<file path="src/rtl/one_wire_pkg.sv">
// Shared definitions for the 1-Wire slave receiver.
// State encoding, microsecond-to-cycle conversion, CRC-8 polynomial.
package one_wire_pkg;

    typedef enum logic [2:0] {
        ST_IDLE,
        ST_WAIT_RST,
        ST_RST_LOW,
        ST_PD_WAIT,
        ST_PD_PULSE,
        ST_SLOT_WAIT,
        ST_SLOT_SAMPLE,
        ST_SLOT_END
    } ow_state_e;

    // Dallas CRC-8, x^8+x^5+x^4+1. Bits arrive LSB first, so the
    // serial engine shifts right and uses the bit-reversed form.
    localparam logic [7:0] CRC8_POLY      = 8'h31;
    localparam logic [7:0] CRC8_POLY_REFL = 8'h8C;

    function automatic logic [31:0] us2cyc(
        input int unsigned us,
        input int unsigned mhz
    );
        return 32'(us * mhz);
    endfunction

endpackage

</file>
<file path="src/rtl/one_wire_slave_rx_if.sv">
// Received-byte stream from the 1-Wire slave receiver.
// master: receiver side (drives); slave: consumer side.
interface one_wire_slave_rx_if #(
    parameter int CW = 4
);
    logic          rx_valid;
    logic [7:0]    rx_byte;
    logic [CW-1:0] byte_idx;
    logic          overflow;
`ifdef ONE_WIRE_RX_CRC_EN
    logic          crc_ok;
`endif

    modport master (
        output rx_valid,
        output rx_byte,
        output byte_idx,
        output overflow
`ifdef ONE_WIRE_RX_CRC_EN
        ,
        output crc_ok
`endif
    );

    modport slave (
        input rx_valid,
        input rx_byte,
        input byte_idx,
        input overflow
`ifdef ONE_WIRE_RX_CRC_EN
        ,
        input crc_ok
`endif
    );
endinterface

</file>
<file path="src/rtl/one_wire_crc8.sv">
// Serial Dallas CRC-8, one bit per enabled cycle, init 0.
// Ports: clk, rst_n, clr_i (sync clear), en_i, bit_i, crc_o.
module one_wire_crc8
    import one_wire_pkg::*;
(
    input  logic       clk,
    input  logic       rst_n,
    input  logic       clr_i,
    input  logic       en_i,
    input  logic       bit_i,
    output logic [7:0] crc_o
);

    logic [7:0] crc_q;
    logic [7:0] crc_d;
    logic       fb;

    always_comb begin
        fb    = crc_q[0] ^ bit_i;
        crc_d = crc_q;
        if (clr_i) begin
            crc_d = 8'h00;
        end else if (en_i) begin
            crc_d = {1'b0, crc_q[7:1]} ^ (fb ? CRC8_POLY_REFL : 8'h00);
        end
    end

    always_ff @(posedge clk or negedge rst_n) begin
        if (!rst_n) begin
            crc_q <= 8'h00;
        end else begin
            crc_q <= crc_d;
        end
    end

    assign crc_o = crc_q;

endmodule

</file>
<file path="src/rtl/one_wire_slave_rx.sv">
// 1-Wire slave receiver: reset/presence detection and byte reception.
// Ports: clk, rst_n, enable, ow_in, ow_pull_low, presence, reset_seen,
// rx (rx_valid/rx_byte/byte_idx/overflow[/crc_ok]).
// Macro ONE_WIRE_RX_CRC_EN adds the serial CRC-8 and crc_ok.
module one_wire_slave_rx
    import one_wire_pkg::*;
#(
    parameter int CLK_MHZ   = 100,
    parameter int T_RSTL_US = 480,
    parameter int T_PDH_US  = 30,
    parameter int T_PDL_US  = 120,
    parameter int T_SAMP_US = 30,
    parameter int MAX_BYTES = 16
) (
    input  logic                 clk,
    input  logic                 rst_n,
    input  logic                 enable,
    input  logic                 ow_in,
    output logic                 ow_pull_low,
    output logic                 presence,
    output logic                 reset_seen,
    one_wire_slave_rx_if.master  rx
);

    localparam int CW = (MAX_BYTES > 1) ? $clog2(MAX_BYTES) : 1;

    localparam logic [31:0] T_RSTL = us2cyc(T_RSTL_US, CLK_MHZ);
    localparam logic [31:0] T_PDH  = us2cyc(T_PDH_US, CLK_MHZ);
    localparam logic [31:0] T_PDL  = us2cyc(T_PDL_US, CLK_MHZ);
    localparam logic [31:0] T_SAMP = us2cyc(T_SAMP_US, CLK_MHZ);
    localparam logic [31:0] MAXB   = 32'(MAX_BYTES);
    localparam logic [31:0] SAT    = 32'hFFFF_FFFF;

    logic          sync1_q, sync2_q, prev_q;
    logic [31:0]   low_cnt_q, low_cnt_d;
    ow_state_e     state_q, state_d;
    logic [31:0]   cnt_q, cnt_d;
    logic [31:0]   bit_cnt_q, bit_cnt_d;
    logic [31:0]   byte_cnt_q, byte_cnt_d;
    logic [7:0]    shift_q, shift_d;
    logic [7:0]    rx_byte_q, rx_byte_d;
    logic [CW-1:0] byte_idx_q, byte_idx_d;
    logic          rx_valid_q, rx_valid_d;
    logic          overflow_q, overflow_d;
    logic          reset_seen_q, reset_seen_d;
    logic          presence_q, presence_d;

    logic          ow_s;
    logic          fall;
    logic          in_slot;
    logic          slot_rst;
    logic          samp;
    logic          byte_end;
    logic          pd_enter;

    assign ow_s = sync2_q;
    assign fall = prev_q & ~sync2_q;

    assign in_slot = (state_q == ST_SLOT_WAIT)
                   | (state_q == ST_SLOT_SAMPLE)
                   | (state_q == ST_SLOT_END);

    // A long low inside the slot phase is a fresh bus reset.
    assign slot_rst = in_slot & (low_cnt_q >= T_RSTL);

    assign samp = (state_q == ST_SLOT_SAMPLE) & ~slot_rst
                & (cnt_q + 32'd1 >= T_SAMP);

    assign byte_end = samp & (bit_cnt_q >= 32'd7);

    always_comb begin
        low_cnt_d = sync2_q ? 32'd0
                  : ((low_cnt_q == SAT) ? low_cnt_q : low_cnt_q + 32'd1);

        state_d      = state_q;
        bit_cnt_d    = bit_cnt_q;
        byte_cnt_d   = byte_cnt_q;
        shift_d      = shift_q;
        rx_byte_d    = rx_byte_q;
        byte_idx_d   = byte_idx_q;
        rx_valid_d   = 1'b0;
        overflow_d   = overflow_q;
        reset_seen_d = 1'b0;
        pd_enter     = 1'b0;

        unique case (state_q)
            ST_IDLE: begin
                if (enable) state_d = ST_WAIT_RST;
            end
            ST_WAIT_RST: begin
                if (!ow_s) state_d = ST_RST_LOW;
            end
            ST_RST_LOW: begin
                if (ow_s) begin
                    if (low_cnt_q >= T_RSTL) begin
                        state_d      = ST_PD_WAIT;
                        reset_seen_d = 1'b1;
                    end else begin
                        state_d = ST_WAIT_RST;
                    end
                end
            end
            ST_PD_WAIT: begin
                if (cnt_q + 32'd1 >= T_PDH) begin
                    state_d  = ST_PD_PULSE;
                    pd_enter = 1'b1;
                end
            end
            ST_PD_PULSE: begin
                if (cnt_q + 32'd1 >= T_PDL) state_d = ST_SLOT_WAIT;
            end
            ST_SLOT_WAIT: begin
                if (fall) state_d = ST_SLOT_SAMPLE;
            end
            ST_SLOT_SAMPLE: begin
                if (samp) state_d = ST_SLOT_END;
            end
            ST_SLOT_END: begin
                if (ow_s) state_d = ST_SLOT_WAIT;
            end
            default: state_d = ST_IDLE;
        endcase

        if (samp) begin
            shift_d   = {ow_s, shift_q[7:1]};
            bit_cnt_d = bit_cnt_q + 32'd1;
        end

        if (byte_end) begin
            bit_cnt_d = 32'd0;
            if (byte_cnt_q >= MAXB) begin
                overflow_d = 1'b1;
            end else begin
                rx_valid_d = 1'b1;
                rx_byte_d  = shift_d;
                byte_idx_d = byte_cnt_q[CW-1:0];
                byte_cnt_d = byte_cnt_q + 32'd1;
            end
        end

        if (slot_rst) begin
            state_d   = ST_RST_LOW;
            bit_cnt_d = 32'd0;
            shift_d   = 8'h00;
        end

        if (pd_enter) begin
            byte_cnt_d = 32'd0;
            overflow_d = 1'b0;
        end

        if (!enable) begin
            state_d      = ST_IDLE;
            reset_seen_d = 1'b0;
        end

        // Timer restarts on every state change.
        if (state_d != state_q) begin
            cnt_d = 32'd0;
        end else begin
            cnt_d = (cnt_q == SAT) ? cnt_q : cnt_q + 32'd1;
        end

        presence_d = (state_d == ST_PD_PULSE);
    end

    always_ff @(posedge clk or negedge rst_n) begin
        if (!rst_n) begin
            sync1_q      <= 1'b1;
            sync2_q      <= 1'b1;
            prev_q       <= 1'b1;
            low_cnt_q    <= 32'd0;
            state_q      <= ST_IDLE;
            cnt_q        <= 32'd0;
            bit_cnt_q    <= 32'd0;
            byte_cnt_q   <= 32'd0;
            shift_q      <= 8'h00;
            rx_byte_q    <= 8'h00;
            byte_idx_q   <= '0;
            rx_valid_q   <= 1'b0;
            overflow_q   <= 1'b0;
            reset_seen_q <= 1'b0;
            presence_q   <= 1'b0;
        end else begin
            sync1_q      <= ow_in;
            sync2_q      <= sync1_q;
            prev_q       <= sync2_q;
            low_cnt_q    <= low_cnt_d;
            state_q      <= state_d;
            cnt_q        <= cnt_d;
            bit_cnt_q    <= bit_cnt_d;
            byte_cnt_q   <= byte_cnt_d;
            shift_q      <= shift_d;
            rx_byte_q    <= rx_byte_d;
            byte_idx_q   <= byte_idx_d;
            rx_valid_q   <= rx_valid_d;
            overflow_q   <= overflow_d;
            reset_seen_q <= reset_seen_d;
            presence_q   <= presence_d;
        end
    end

    // Dropping enable must free the bus without waiting for a clock.
    assign ow_pull_low = presence_q & enable;
    assign presence    = presence_q & enable;
    assign reset_seen  = reset_seen_q;

    assign rx.rx_valid = rx_valid_q;
    assign rx.rx_byte  = rx_byte_q;
    assign rx.byte_idx = byte_idx_q;
    assign rx.overflow = overflow_q;

`ifdef ONE_WIRE_RX_CRC_EN
    logic [7:0] crc_val;
    logic       byte_done_q;
    logic       crc_ok_q, crc_ok_d;

    one_wire_crc8 u_crc (
        .clk   (clk),
        .rst_n (rst_n),
        .clr_i (pd_enter),
        .en_i  (samp),
        .bit_i (ow_s),
        .crc_o (crc_val)
    );

    // crc_val already includes the eighth bit one cycle after byte_end.
    always_comb begin
        crc_ok_d = crc_ok_q;
        if (pd_enter) begin
            crc_ok_d = 1'b0;
        end else if (byte_done_q) begin
            crc_ok_d = (crc_val == 8'h00);
        end
    end

    always_ff @(posedge clk or negedge rst_n) begin
        if (!rst_n) begin
            byte_done_q <= 1'b0;
            crc_ok_q    <= 1'b0;
        end else begin
            byte_done_q <= byte_end;
            crc_ok_q    <= crc_ok_d;
        end
    end

    assign rx.crc_ok = crc_ok_q;
`endif

endmodule
</file>
<file path="src/flat_wrapper.sv">
// flat-port wrapper written by rule: the top's interface ports become plain ports
module one_wire_slave_rx_flat import one_wire_pkg::*;
#(
    parameter int CLK_MHZ   = 100,
    parameter int T_RSTL_US = 480,
    parameter int T_PDH_US  = 30,
    parameter int T_PDL_US  = 120,
    parameter int T_SAMP_US = 30,
    parameter int MAX_BYTES = 16
)
  (clk, rst_n, enable, ow_in, ow_pull_low, presence, reset_seen, rx_rx_valid, rx_rx_byte, rx_byte_idx, rx_overflow);
  one_wire_slave_rx_if rx_i ();
  input  logic clk;
  input  logic rst_n;
  input  logic enable;
  input  logic ow_in;
  output logic ow_pull_low;
  output logic presence;
  output logic reset_seen;
  output wire logic [$bits(rx_i.rx_valid)-1:0] rx_rx_valid;
  output wire logic [$bits(rx_i.rx_byte)-1:0] rx_rx_byte;
  output wire logic [$bits(rx_i.byte_idx)-1:0] rx_byte_idx;
  output wire logic [$bits(rx_i.overflow)-1:0] rx_overflow;
  assign rx_rx_valid = rx_i.rx_valid;
  assign rx_rx_byte = rx_i.rx_byte;
  assign rx_byte_idx = rx_i.byte_idx;
  assign rx_overflow = rx_i.overflow;
  one_wire_slave_rx #(.CLK_MHZ(CLK_MHZ), .T_RSTL_US(T_RSTL_US), .T_PDH_US(T_PDH_US), .T_PDL_US(T_PDL_US), .T_SAMP_US(T_SAMP_US), .MAX_BYTES(MAX_BYTES)) u_core (.clk(clk), .rst_n(rst_n), .enable(enable), .ow_in(ow_in), .ow_pull_low(ow_pull_low), .presence(presence), .reset_seen(reset_seen), .rx(rx_i));
endmodule
</file>
<file path="config.mk">
export PLATFORM = sky130hd
export DESIGN_NAME = one_wire_slave_rx_flat
export DESIGN_NICKNAME = d
export VERILOG_FILES = /design/src/rtl/one_wire_pkg.sv /design/src/rtl/one_wire_slave_rx_if.sv /design/src/rtl/one_wire_crc8.sv /design/src/rtl/one_wire_slave_rx.sv /design/src/flat_wrapper.sv
export SDC_FILE = /design/constraint.sdc
export NUM_CORES = 1
export LEC_CHECK = 0
export ABC_AREA = 1
export BUFFER_PORTS_ARGS = -buffer_cell sky130_fd_sc_hd__buf_4
export CAP_MARGIN = 20
export CORE_MARGIN = 4
export CORE_UTILIZATION = 45
export CTS_BUF_LIST = sky130_fd_sc_hd__clkbuf_4
export CTS_CLUSTER_DIAMETER = 120
export DETAILED_ROUTE_END_ITERATION = 8
export GPL_ROUTABILITY_DRIVEN = 1
export PLACE_DENSITY = 0.69
export SLEW_MARGIN = 20
export SYNTH_ARGS = -nofsm -noshare
export SYNTH_HDL_FRONTEND = slang
export SYNTH_SLANG_ARGS = --single-unit
</file>
<file path="constraint.sdc">
create_clock -name clk -period 2.7 [get_ports clk]
set_input_delay 0.135 -clock clk [delete_from_list [all_inputs] [get_ports clk]]
set_output_delay 0.135 -clock clk [all_outputs]
set_load 0.05 [all_outputs]
</file>
==> results_dict.tcl, run 1 <==
set metrics [dict create \
    synth_top_family_by_area "simple AND/OR/NAND/NOR gates" \
    globalRouteTotalUtil 0.180 \
    power_mw 4.14 \
    cp.buffers_inverters 4 \
    final-hold-violation-count 0 \
    vias 6803 \
    wl_per_cell_um 13.1 \
    finClkSkew_ps 25.7 \
    ctsHtreeMaxLevel 4 \
    crit_path_top_delay_cell "dfrtp_1" \
    r2r_setup_slack_ps -180 \
    relSlewSlack 0.590 \
    p_clk_frac 0.344 \
    switching_share 0.268 \
    dp_slack_ps -130 \
    min_path_type "in -> async" \
    synth_cell_types 41 \
    die_area_um2 19900 \
    die_h_um 141 \
    synth_fa_ha_area_frac 0.0110 \
    routed_via_density 5.00 \
    place_congestion 0.915 \
    crit_arrival_ps 3340 \
    max_freq_ghz 0.347 \
    p_int_mw 3.03 \
    coreArea_um2 17400 \
    dr.first_iter.drc_count 379 \
    worst_pin_slew_ps 614 \
    cts_tree "done" \
    rsz0062_at_grt "true" \
    crit_type "reg -> reg" \
    ys_ff_latch 158 \
    ys_seq_area_frac 0.495 \
    ys.flop_type "dfrtp_1" \
    clock-sinks 158 \
    p_seq_frac 0.581 \
    drive_above_1_share 0.213 \
    cts_buffers 17 \
    failed_checks "negative setup slack" \
    combPwrFrac 0.076 \
    drt-total-wl_um 17800 \
    remaining_drc_errors 0 \
    crit_path_cell_trace "ha_2 > nand2_2 > nor2_4 > nand2_4 > buf_4 > xnor2_4 > nand2_2 > nor3_2 > nor2_2 > nand3_2 > nand2_2 > buf_6 > buf_8 > nor2_4 > nand2_4 > clkbuf_16 > o21ai_0" \
    path_depth 17 \
    clockBufferDepth 2 \
    finalNonFillerCells 1360 \
    synth.area.top_cells "dfrtp_1 (49%), nor2_1 (10%), nand2_1 (10%)" \
    worst_setup_path_end_kind "flip-flop" \
    maxCapViolCount 0 \
    rows 48 \
    rr_startpoint "u_core.cnt_q[1]$_DFFE_PN0P_" \
    max_stage_delay_ps 400 \
    synth-async-reset-ratio 1.00 \
    synth_xor_area_frac 0.0110 \
    start_kind "flip-flop" \
    yosysTopAreaCell "dfrtp_1" \
    grt_pass1_vias 6377 \
    grt-ovfl-total 0 \
    clk_latency_ps 550 \
    power.leakage_nw 4.29 \
    ir_drop_v 0.000310 \
    ioPinCount 21 \
    p_sw_mw 1.11 \
    timing.final.ws_setup_ps -181 \
    period_needed_ps 2880 \
    status "finished, violations left" \
    synth_top_area_share 0.486 \
    synth_cells 1035 \
    drt-pass1-iter-count 4 \
    setup_viol 80 \
    dp.cells 1295 \
    grt_pass1_wl_um 29500 \
    die_x_um 141 \
    yosysWarnings 0 \
    nets 1132 \
    period_share 1.07 \
    crit_path_max_fanout 7 \
    multi_input_area_um2 3700 \
    hold_slack_ps 104 \
    power_per_cell_area_nw_per_um2 430 \
    crit_required_ps 3160 \
    antenna_found_initial 1 \
    fillerInstances 1591 \
    cp-endpoint "u_core.rx.rx_byte[6]$_DFFE_PN0P_" \
    synth-simple-area-share 0.328 \
    slew_viol_final 0 \
    syn_nets 1046 \
    dpl_cell_area_um2 8610 \
    cp_common_cell "nand2_2" \
    clk_pin_slew_ps 140 \
    post-dp-hpwl_um 12200 \
    synth.area.mux_share 0.00877 \
    start_util 0.460 \
    stdcell_area_um2 9630 \
    synth_area_um2 7990 \
    r2r-end "u_core.rx.rx_byte[6]$_DFFE_PN0P_" \
    critPathLaunch "u_core.cnt_q[1]$_DFFE_PN0P_" \
    cp_top_family "simple AND/OR/NAND/NOR gates" \
    r2r_cells 17 \
    synth_compound_area_frac 0.0605 \
    area_growth_pct 20.6 \
    seqCellArea_um2 3960 \
    syn_avg_cell_area_um2 7.72 \
    synth_edf_count 0 \
    port_buffers 20 \
    grt_max_degree 61 \
    root_buffer "clkbuf_4" \
    ant_nets 0 \
]
flip-flops by register name, summed over array words and instances, names as in the netlist:
register and cells:
u_core.bit_cnt_q 32, u_core.byte_cnt_q 32, u_core.cnt_q 32, u_core.low_cnt_q 32
u_core.rx.rx_byte 8, u_core.shift_q 8, u_core.rx.byte_idx 4, u_core.state_q 3
u_core.ow_s 1, u_core.presence_q 1, u_core.prev_q 1, u_core.reset_seen 1
u_core.rx.overflow 1, u_core.rx.rx_valid 1, u_core.sync1_q 1
cells by family (layout without fill, tap and decap cells):
| kind of cell | count (synthesis) | count (layout) |
|---|---|---|
| compound gates | 86 | 86 |
| other cells | 0 | 1 |
| buf+inv | 170 | 269 |
| xor+xnor | 10 | 10 |
| mux | 7 | 7 |
| simple gates | 597 | 597 |
| flops | 158 | 158 |
| fa+ha+maj | 7 | 7 |
power by group through the flow:
| stage | Clock [mW] | Sequential [mW] | Combinational [mW] |
|---|---|---|---|
| final | 1.42 | 2.40 | 0.313 |
| after floorplan | 0 | 2.45 | 0.123 |
| after CTS | 1.47 | 2.40 | 0.301 |
| after detailed placement | 0 | 2.45 | 0.249 |
| after global placement | 0 | 2.45 | 0.244 |
| after global routing | 1.58 | 2.41 | 0.346 |
metrics by stage:
step | TNS (ps) | utilization
after floorplan | 0 | -
after global routing | -21290 | 0.555
after CTS | -1260 | 0.532
after detailed placement | -4400 | 0.496
after global placement | -1990 | 0.496
final | -6150 | 0.555
worst register-to-register path: stages (launching register included):
cell	delay, ps
dfrtp_1	400
ha_2	210
nand2_2	80
nor2_4	180
nand2_4	110
buf_4	170
xnor2_4	160
nand2_2	90
nor3_2	290
nor2_2	90
nand3_2	100
nand2_2	70
buf_6	120
buf_8	130
nor2_4	90
nand2_4	120
clkbuf_16	210
o21ai_0	190
final cells by class:
cell class | count | share of cell area
sequential | 158 | 0.411
multi-input combinational | 707 | 0.385
timing repair buffer | 85 | 0.0837
inverter | 151 | 0.0603
tap | 225 | 0.0292
clock inverter | 14 | 0.0156
clock buffer | 18 | 0.0140
timing repair inverter | 1 | 0.00117
antenna | 1 | 0.000260
how the worst min path moves through the flow:
stage / to
3_5_place_dp: u_core.bit_cnt_q[31]$_DFFE_PN0P_
5_1_grt: u_core.bit_cnt_q[25]$_DFFE_PN0P_
6_report: u_core.bit_cnt_q[25]$_DFFE_PN0P_
4_1_cts: u_core.bit_cnt_q[31]$_DFFE_PN0P_
3_3_place_gp: u_core.bit_cnt_q[31]$_DFFE_PN0P_
2_1_floorplan: u_core.bit_cnt_q[0]$_DFFE_PN0P_
timing repair:
item                                   in CTS  in global routing
setup endpoints to repair                  72                 98
gates resized for setup                    38                 90
endpoints found under the hold margin     112                  0
hold buffers                                3                  0
buffers inserted                           17                 10
gates cloned                                2                  2
pin swaps                                  15                 22
synth_stat cells (3+ instances only):
| library cell | number |
|---|---|
| dfrtp_1 | 155 |
| xor2_1 | 5 |
| nor2_4 | 4 |
| ha_1 | 7 |
| clkbuf_1 | 8 |
| a31oi_1 | 4 |
| nand2_1 | 215 |
| nand2_2 | 6 |
| nor2_2 | 39 |
| nor3_1 | 23 |
| buf_2 | 4 |
| buf_4 | 3 |
| o21ai_0 | 44 |
| dfstp_2 | 3 |
| nor4_1 | 11 |
| xnor2_1 | 5 |
| a211oi_1 | 7 |
| nand3_1 | 39 |
| nand4_1 | 27 |
| a21oi_1 | 20 |
| nand3b_1 | 6 |
| buf_6 | 4 |
| o21a_1 | 3 |
| nor2_1 | 219 |
| mux2i_1 | 7 |
| inv_1 | 148 |
per-layer routing:
metal	vias up	track usage	wire, um	part of all wire
met2	145	0.283	8400	0.47
met3	28	0.0424	699	0.039
met1	3198	0.250	8390	0.47
met5	-	0	0	0
met4	0	0.0495	359	0.020
li1	3432	-	-	-
placed cells by master, fill, tap and decap left out, types with 6 or more instances in the layout:
master and n:
o21ai_1 8, nor3_1 21, nor2_2 59, nor4_1 10, buf_6 14, inv_1 145, buf_4 60, nand4_1 27
clkbuf_4 18, ha_1 6, o21ai_0 37, nand2_2 18, nand3_1 36, a211oi_1 6, nor2_4 22, dfrtp_1 154
nand2_1 202, a21oi_1 20, nand3b_1 6, nor2_1 181
Power figures use the tool's default switching activity.
==> run 2, diff against run 1 <==
--- a/config.mk
+++ b/config.mk
@@ -11,3 +11,3 @@
 export CORE_MARGIN = 4
-export CORE_UTILIZATION = 45
+export CORE_UTILIZATION = 40
 export CTS_BUF_LIST = sky130_fd_sc_hd__clkbuf_4
@@ -16,3 +16,3 @@
 export GPL_ROUTABILITY_DRIVEN = 1
-export PLACE_DENSITY = 0.69
+export PLACE_DENSITY = 0.63
 export SLEW_MARGIN = 20
--- a/constraint.sdc
+++ b/constraint.sdc
@@ -3,2 +3,2 @@
 set_output_delay 0.135 -clock clk [all_outputs]
-set_load 0.05 [all_outputs]
+set_load 0.02 [all_outputs]
==> run 2 against run 1 <==
Against the previous run:
- the flow still finishes with violations (negative setup slack)
- sequential cell count did not move
- combinational power fell by 9.6%
- core utilization fell by 5.5 points
- critical path depth rose by 2
- routed wire length fell by 1.3%
- count of clock-buffer cells in the layout fell by 1
- clock skew rose by 1.9 ps
- final area rose by 1.3%
- critical endpoint is now u_core.bit_cnt_q[11]$_DFFE_PN0P_
==> results_dict.tcl, run 2 (same netlist as run 1, synthesis figures left out) <==
set metrics [dict create \
    failed_checks "negative setup slack" \
    worst_setup_path_end_kind "flip-flop" \
    antenna_found_initial 1 \
    die_h_um 149 \
    start_kind "flip-flop" \
    power.leakage_nw 4.33 \
    crit_path_max_fanout 14 \
    wl_per_cell_um 12.6 \
    dpl_cell_area_um2 8700 \
    cp.buffers_inverters 5 \
    final_cell_mix "nand2_1 (203), nor2_1 (180), dfrtp_1 (155), inv_1 (146), buf_4 (55)" \
    port_buffers 20 \
    setup_viol 47 \
    p_sw_mw 1.17 \
    clockBufferDepth 2 \
    dp_slack_ps -39.9 \
    crit_type "reg -> reg" \
    switching_share 0.273 \
    finClkSkew_ps 27.6 \
    die_area_um2 22300 \
    clk_pin_slew_ps 150 \
    grt_max_degree 75 \
    combPwrFrac 0.066 \
    drive_above_1_share 0.207 \
    grt_use_met1 0.217 \
    ioPinCount 21 \
    cp_common_cell "nand2_1" \
    ir_drop_v 0.000316 \
    stdcell_area_um2 9750 \
    drt-total-wl_um 17600 \
    power_per_cell_area_nw_per_um2 438 \
    crit_path_top_delay_cell "dfrtp_1" \
    slew_viol_final 0 \
    clock-sinks 158 \
    crit_arrival_ps 3270 \
    layout_commonest_cell "nand2_1" \
    gr-usage-met3 0.0319 \
    final-hold-violation-count 0 \
    start_util 0.409 \
    max_stage_delay_ps 440 \
    ctsHtreeMaxLevel 4 \
    post-dp-hpwl_um 12200 \
    cts_buffers 17 \
    root_buffer "clkbuf_4" \
    period_needed_ps 2780 \
    coreArea_um2 19500 \
    p_clk_frac 0.371 \
    relSlewSlack 0.526 \
    ant_nets 0 \
    rows 51 \
    period_share 1.03 \
    grt_pass1_vias 6258 \
    max_freq_ghz 0.360 \
    min_path_type "in -> async" \
    power_mw 4.27 \
    top_usage_layer "met2" \
    routed_via_density 4.75 \
    cts_tree "done" \
    grt-ovfl-total 0 \
    place_congestion 0.892 \
    maxCapViolCount 0 \
    nets 1126 \
    met2_usage 0.253 \
    remaining_drc_errors 0 \
    area_growth_pct 22.1 \
    globalRouteTotalUtil 0.158 \
    crit_required_ps 3190 \
    clk_latency_ps 560 \
    drt-pass1-iter-count 5 \
    crit_path_cell_trace "nand2_1 > nor2_2 > nand2_4 > nor2_4 > nand2_2 > nand2_1 > nand2_1 > nor2_1 > nand2_1 > nor2_4 > nand3_2 > nand2_2 > buf_12 > clkinvlp_4 > nor2_4 > buf_12 > buf_12 > inv_12 > nor2_2" \
    cp_top_family "simple AND/OR/NAND/NOR gates" \
    p_seq_frac 0.563 \
    dr.first_iter.drc_count 309 \
    worst_pin_slew_ps 711 \
    timing.final.ws_setup_ps -77.6 \
    status "finished, violations left" \
    vias 6625 \
    critPathLaunch "u_core.cnt_q[5]$_DFFE_PN0P_" \
    rsz0062_at_grt "true" \
    rr_startpoint "u_core.cnt_q[5]$_DFFE_PN0P_" \
    grt_pass1_wl_um 28900 \
    die_x_um 149 \
    p_int_mw 3.10 \
]
-- run 2: cell count changes in the layout (fill, tap and decap cells not counted), sizes merged --
cell / before / now
buf: 79 / 73
bufbuf: 1 / 0
bufinv: 1 / 2
clkbuf: 20 / 19
clkinv: 7 / 4
diode: 1 / 2
inv: 157 / 161
-- run 2: through the flow --
stage                     instances   util  hold WS, ps  TNS, ps
after floorplan                1035      -         -161        0
after global placement         1335  0.446          208        0
after detailed placement       1335  0.446          206    -1370
after CTS                      1370  0.465          144    -5.18
after global routing           1395  0.499          146   -17440
final                          1395  0.499          153    -2320
-- run 2: power by group through the flow --
stage                     Sequential (mW)  Combinational [mW]  Clock [mW]
final                                2.40               0.283        1.58
after global routing                 2.41               0.314        1.74
after CTS                            2.40               0.248        1.63
after detailed placement             2.44               0.242           0
after global placement               2.44               0.238           0
after floorplan                      2.45               0.123           0
-- run 2: final timing paths --
check,to,slack [ps],cells past startpoint
setup / recovery,u_core.bit_cnt_q[11]$_DFFE_PN0P_,-80,19
hold / removal,u_core.bit_cnt_q[29]$_DFFE_PN0P_,150,2
setup reg to reg,u_core.bit_cnt_q[11]$_DFFE_PN0P_,-80,19
hold reg to reg,u_core.ow_s$_DFF_PN1_,370,0
max in group asynchronous,u_core.cnt_q[22]$_DFFE_PN0P_,1800,3
min in group clk,u_core.sync1_q$_DFF_PN1_,230,2
-- run 2: repair_timing --
| action | in CTS | in global routing |
|---|---|---|
| endpoints found under the hold margin | 75 | 0 |
| resized for setup | 9 | 124 |
| pin swaps | 1 | 27 |
| gates cloned | 0 | 4 |
| setup buffers | 0 | 20 |
| hold buffers | 3 | 0 |
| setup endpoints to repair | 62 | 117 |
-- run 2: area by class of cell --
class | instances | area, um2
timing repair inverter | 2 | 27.5
multi-input combinational | 707 | 3730
inverter | 151 | 589
tap | 265 | 332
timing repair buffer | 78 | 787
sequential | 158 | 3960
clock inverter | 15 | 195
clock buffer | 17 | 128
antenna | 2 | 5.00
fill | 1881 | 9770
-- run 2: metal layers --
| layer | vias to the layer above | share of wire |
|---|---|---|
| met2 | 86 | 0.48 |
| met4 | 0 | 0.012 |
| li1 | 3408 | - |
| met3 | 18 | 0.026 |
| met5 | - | 0 |
| met1 | 3113 | 0.48 |
==> run 3, diff against run 2 <==
==> constraint.sdc (replaced) <==
create_clock -name clk -period 2.7 [get_ports clk]
set_input_delay 0.54 -clock clk [delete_from_list [all_inputs] [get_ports clk]]
set_output_delay 0.54 -clock clk [all_outputs]
set_load 0.02 [all_outputs]
==> run 3 against run 2 <==
Against the previous run:
- the run still ends with negative setup slack left
- fmax rose by 0.26%
- first-iteration DRC count increased by 40%
- largest power group unchanged
- via count is 1.2% higher
- count of clock-buffer cells in the layout stayed put
- global-route usage rose by 0.39 points
==> results_dict.tcl, run 3 (same netlist as run 1, synthesis figures left out) <==
set metrics [dict create \
    status "finished, violations left" \
    failed_checks "negative setup slack" \
    rows 51 \
    p_seq_frac 0.581 \
    clk_pin_slew_ps 150 \
    clock-sinks 158 \
    start_kind "flip-flop" \
    drt-pass1-iter-count 4 \
    clockBufferDepth 2 \
    clk_latency_ps 580 \
    grt_max_degree 54 \
    multi_input_area_um2 3880 \
    timing.final.ws_setup_ps -70.5 \
    die_x_um 149 \
    power.leakage_nw 4.35 \
    root_buffer "clkbuf_4" \
    place_congestion 0.897 \
    antenna_found_initial 1 \
    hold_slack_ps 52.5 \
    top_layer "met4" \
    area_growth_pct 23.0 \
    drt-total-wl_um 18000 \
    layout_commonest_cell "nand2_1" \
    rsz0062_at_grt "true" \
    die_h_um 149 \
    start_util 0.409 \
    post-dp-hpwl_um 12400 \
    ir_drop_v 0.000280 \
    routed_via_density 4.82 \
    wl_met3_um 600 \
    wl_per_cell_um 13.0 \
    seqCellArea_um2 3960 \
    cts_buffers 17 \
    crit_arrival_ps 3280 \
    coreArea_um2 19500 \
    grt-ovfl-total 0 \
    period_share 1.03 \
    crit_path_max_fanout 8 \
    dp_slack_ps -67.0 \
    nets 1122 \
    finalNonFillerCells 1390 \
    finClkSkew_ps 24.1 \
    remaining_drc_errors 0 \
    die_area_um2 22300 \
    power_mw 4.13 \
    setup_viol 36 \
    m1WireLength_um 8420 \
    final_cell_mix "nand2_1 (188), nor2_1 (178), dfrtp_1 (155), inv_1 (144), buf_4 (55)" \
    combPwrFrac 0.067 \
    p_int_mw 2.97 \
    switching_share 0.280 \
    vias 6702 \
    maxCapViolCount 0 \
    power_per_cell_area_nw_per_um2 420 \
    utilization 0.503 \
    cts_tree "done" \
    grt_pass1_vias 6340 \
    ant_nets 0 \
    worst_setup_path_end_kind "flip-flop" \
    p_clk_frac 0.351 \
    fillerInstances 1913 \
    wl_met2_um 8740 \
    slew_viol_final 0 \
    port_buffers 20 \
    drive_above_1_share 0.231 \
    globalRouteTotalUtil 0.162 \
    ctsHtreeMaxLevel 4 \
    grt_pass1_wl_um 29600 \
    max_freq_ghz 0.361 \
    relSlewSlack 0.399 \
    dp.cells 1339 \
    worst_pin_slew_ps 900 \
    ioPinCount 21 \
    min_path_type "in -> reg" \
    crit_required_ps 3210 \
    final-hold-violation-count 0 \
    p_sw_mw 1.15 \
    dr.first_iter.drc_count 433 \
    crit_type "reg -> reg" \
    period_needed_ps 2770 \
]
run 3: cell count changes in the layout (fill, tap and decap cells not counted), moves of 4 or more:
cell	change
o21ai_2	+6
nand2_4	+7
nand2_2	+7
nor2_4	+6
o21ai_1	-4
nand2_1	-15
nor2_2	-4
run 3: path summary, 6_finish.rpt:
kind                                              from                               end  depth (start not counted)  slack, ps
hold reg to reg               u_core.sync1_q$_DFF_PN1_             u_core.ow_s$_DFF_PN1_                          0        380
min in group asynchronous                        rst_n  u_core.bit_cnt_q[30]$_DFFE_PN0P_                          2        450
setup reg to reg           u_core.cnt_q[0]$_DFFE_PN0P_      u_core.cnt_q[29]$_DFFE_PN0P_                         20        -70
setup / recovery           u_core.cnt_q[0]$_DFFE_PN0P_      u_core.cnt_q[29]$_DFFE_PN0P_                         20        -70
max in group asynchronous                        rst_n             u_core.ow_s$_DFF_PN1_                          3       1520
hold / removal                                   ow_in          u_core.sync1_q$_DFF_PN1_                          1         50
run 3: stage by stage:
stage | area [um2] | TNS (ps)
finish | 9820 | -1410
global route | 9820 | -13790
CTS | 9040 | -4.97
detailed placement | 8730 | -2060
global placement | 8730 | -35.2
floorplan | 7990 | 0
run 3: what timing repair did:
item / CTS / global route
hold buffers: 1 / 0
setup buffers: 0 / 12
cloned: 0 / 5
gates resized for setup: 4 / 173
setup endpoints to repair: 69 / 118
hold endpoints to repair: 48 / 0
pin swaps: 0 / 21
run 3: critical path, cell delays in order (launching register included):
cell	delay, ps
dfrtp_1	380
ha_2	190
nand2_2	80
nor2_4	180
nand2_2	110
o21ai_0	250
nand2_2	100
nor2_2	140
buf_4	130
o21a_1	110
nand2_1	50
nor2_1	120
nand2_1	70
nand2_1	60
nand4_1	100
nand2_1	100
nand2_1	60
nand2_2	70
nand3_4	120
clkbuf_16	220
nor2_4	80
run 3: metal layers:
layer | global-route usage | vias up
li1 | - | 3404
met1 | 0.222 | 3160
met2 | 0.261 | 113
met3 | 0.0310 | 25
met4 | 0.0481 | 0
met5 | 0 | -
run 3: area by class of cell:
class / instances / area share
diodes: 1 / 0.000255
clock buffers: 17 / 0.0130
clock inverters: 15 / 0.0159
inverters: 151 / 0.0600
multi-input cells: 707 / 0.396
flip-flops and latches: 158 / 0.403
well taps: 265 / 0.0338
repair buffers: 75 / 0.0766
repair inverters: 1 / 0.00204
run 3: power groups by stage:
stage	clock, mW	combinational (mW)	sequential [mW]
after CTS	1.50	0.245	2.40
after global routing	1.61	0.311	2.40
final	1.45	0.278	2.40
after global placement	0	0.241	2.44
after detailed placement	0	0.244	2.44
after floorplan	0	0.123	2.45
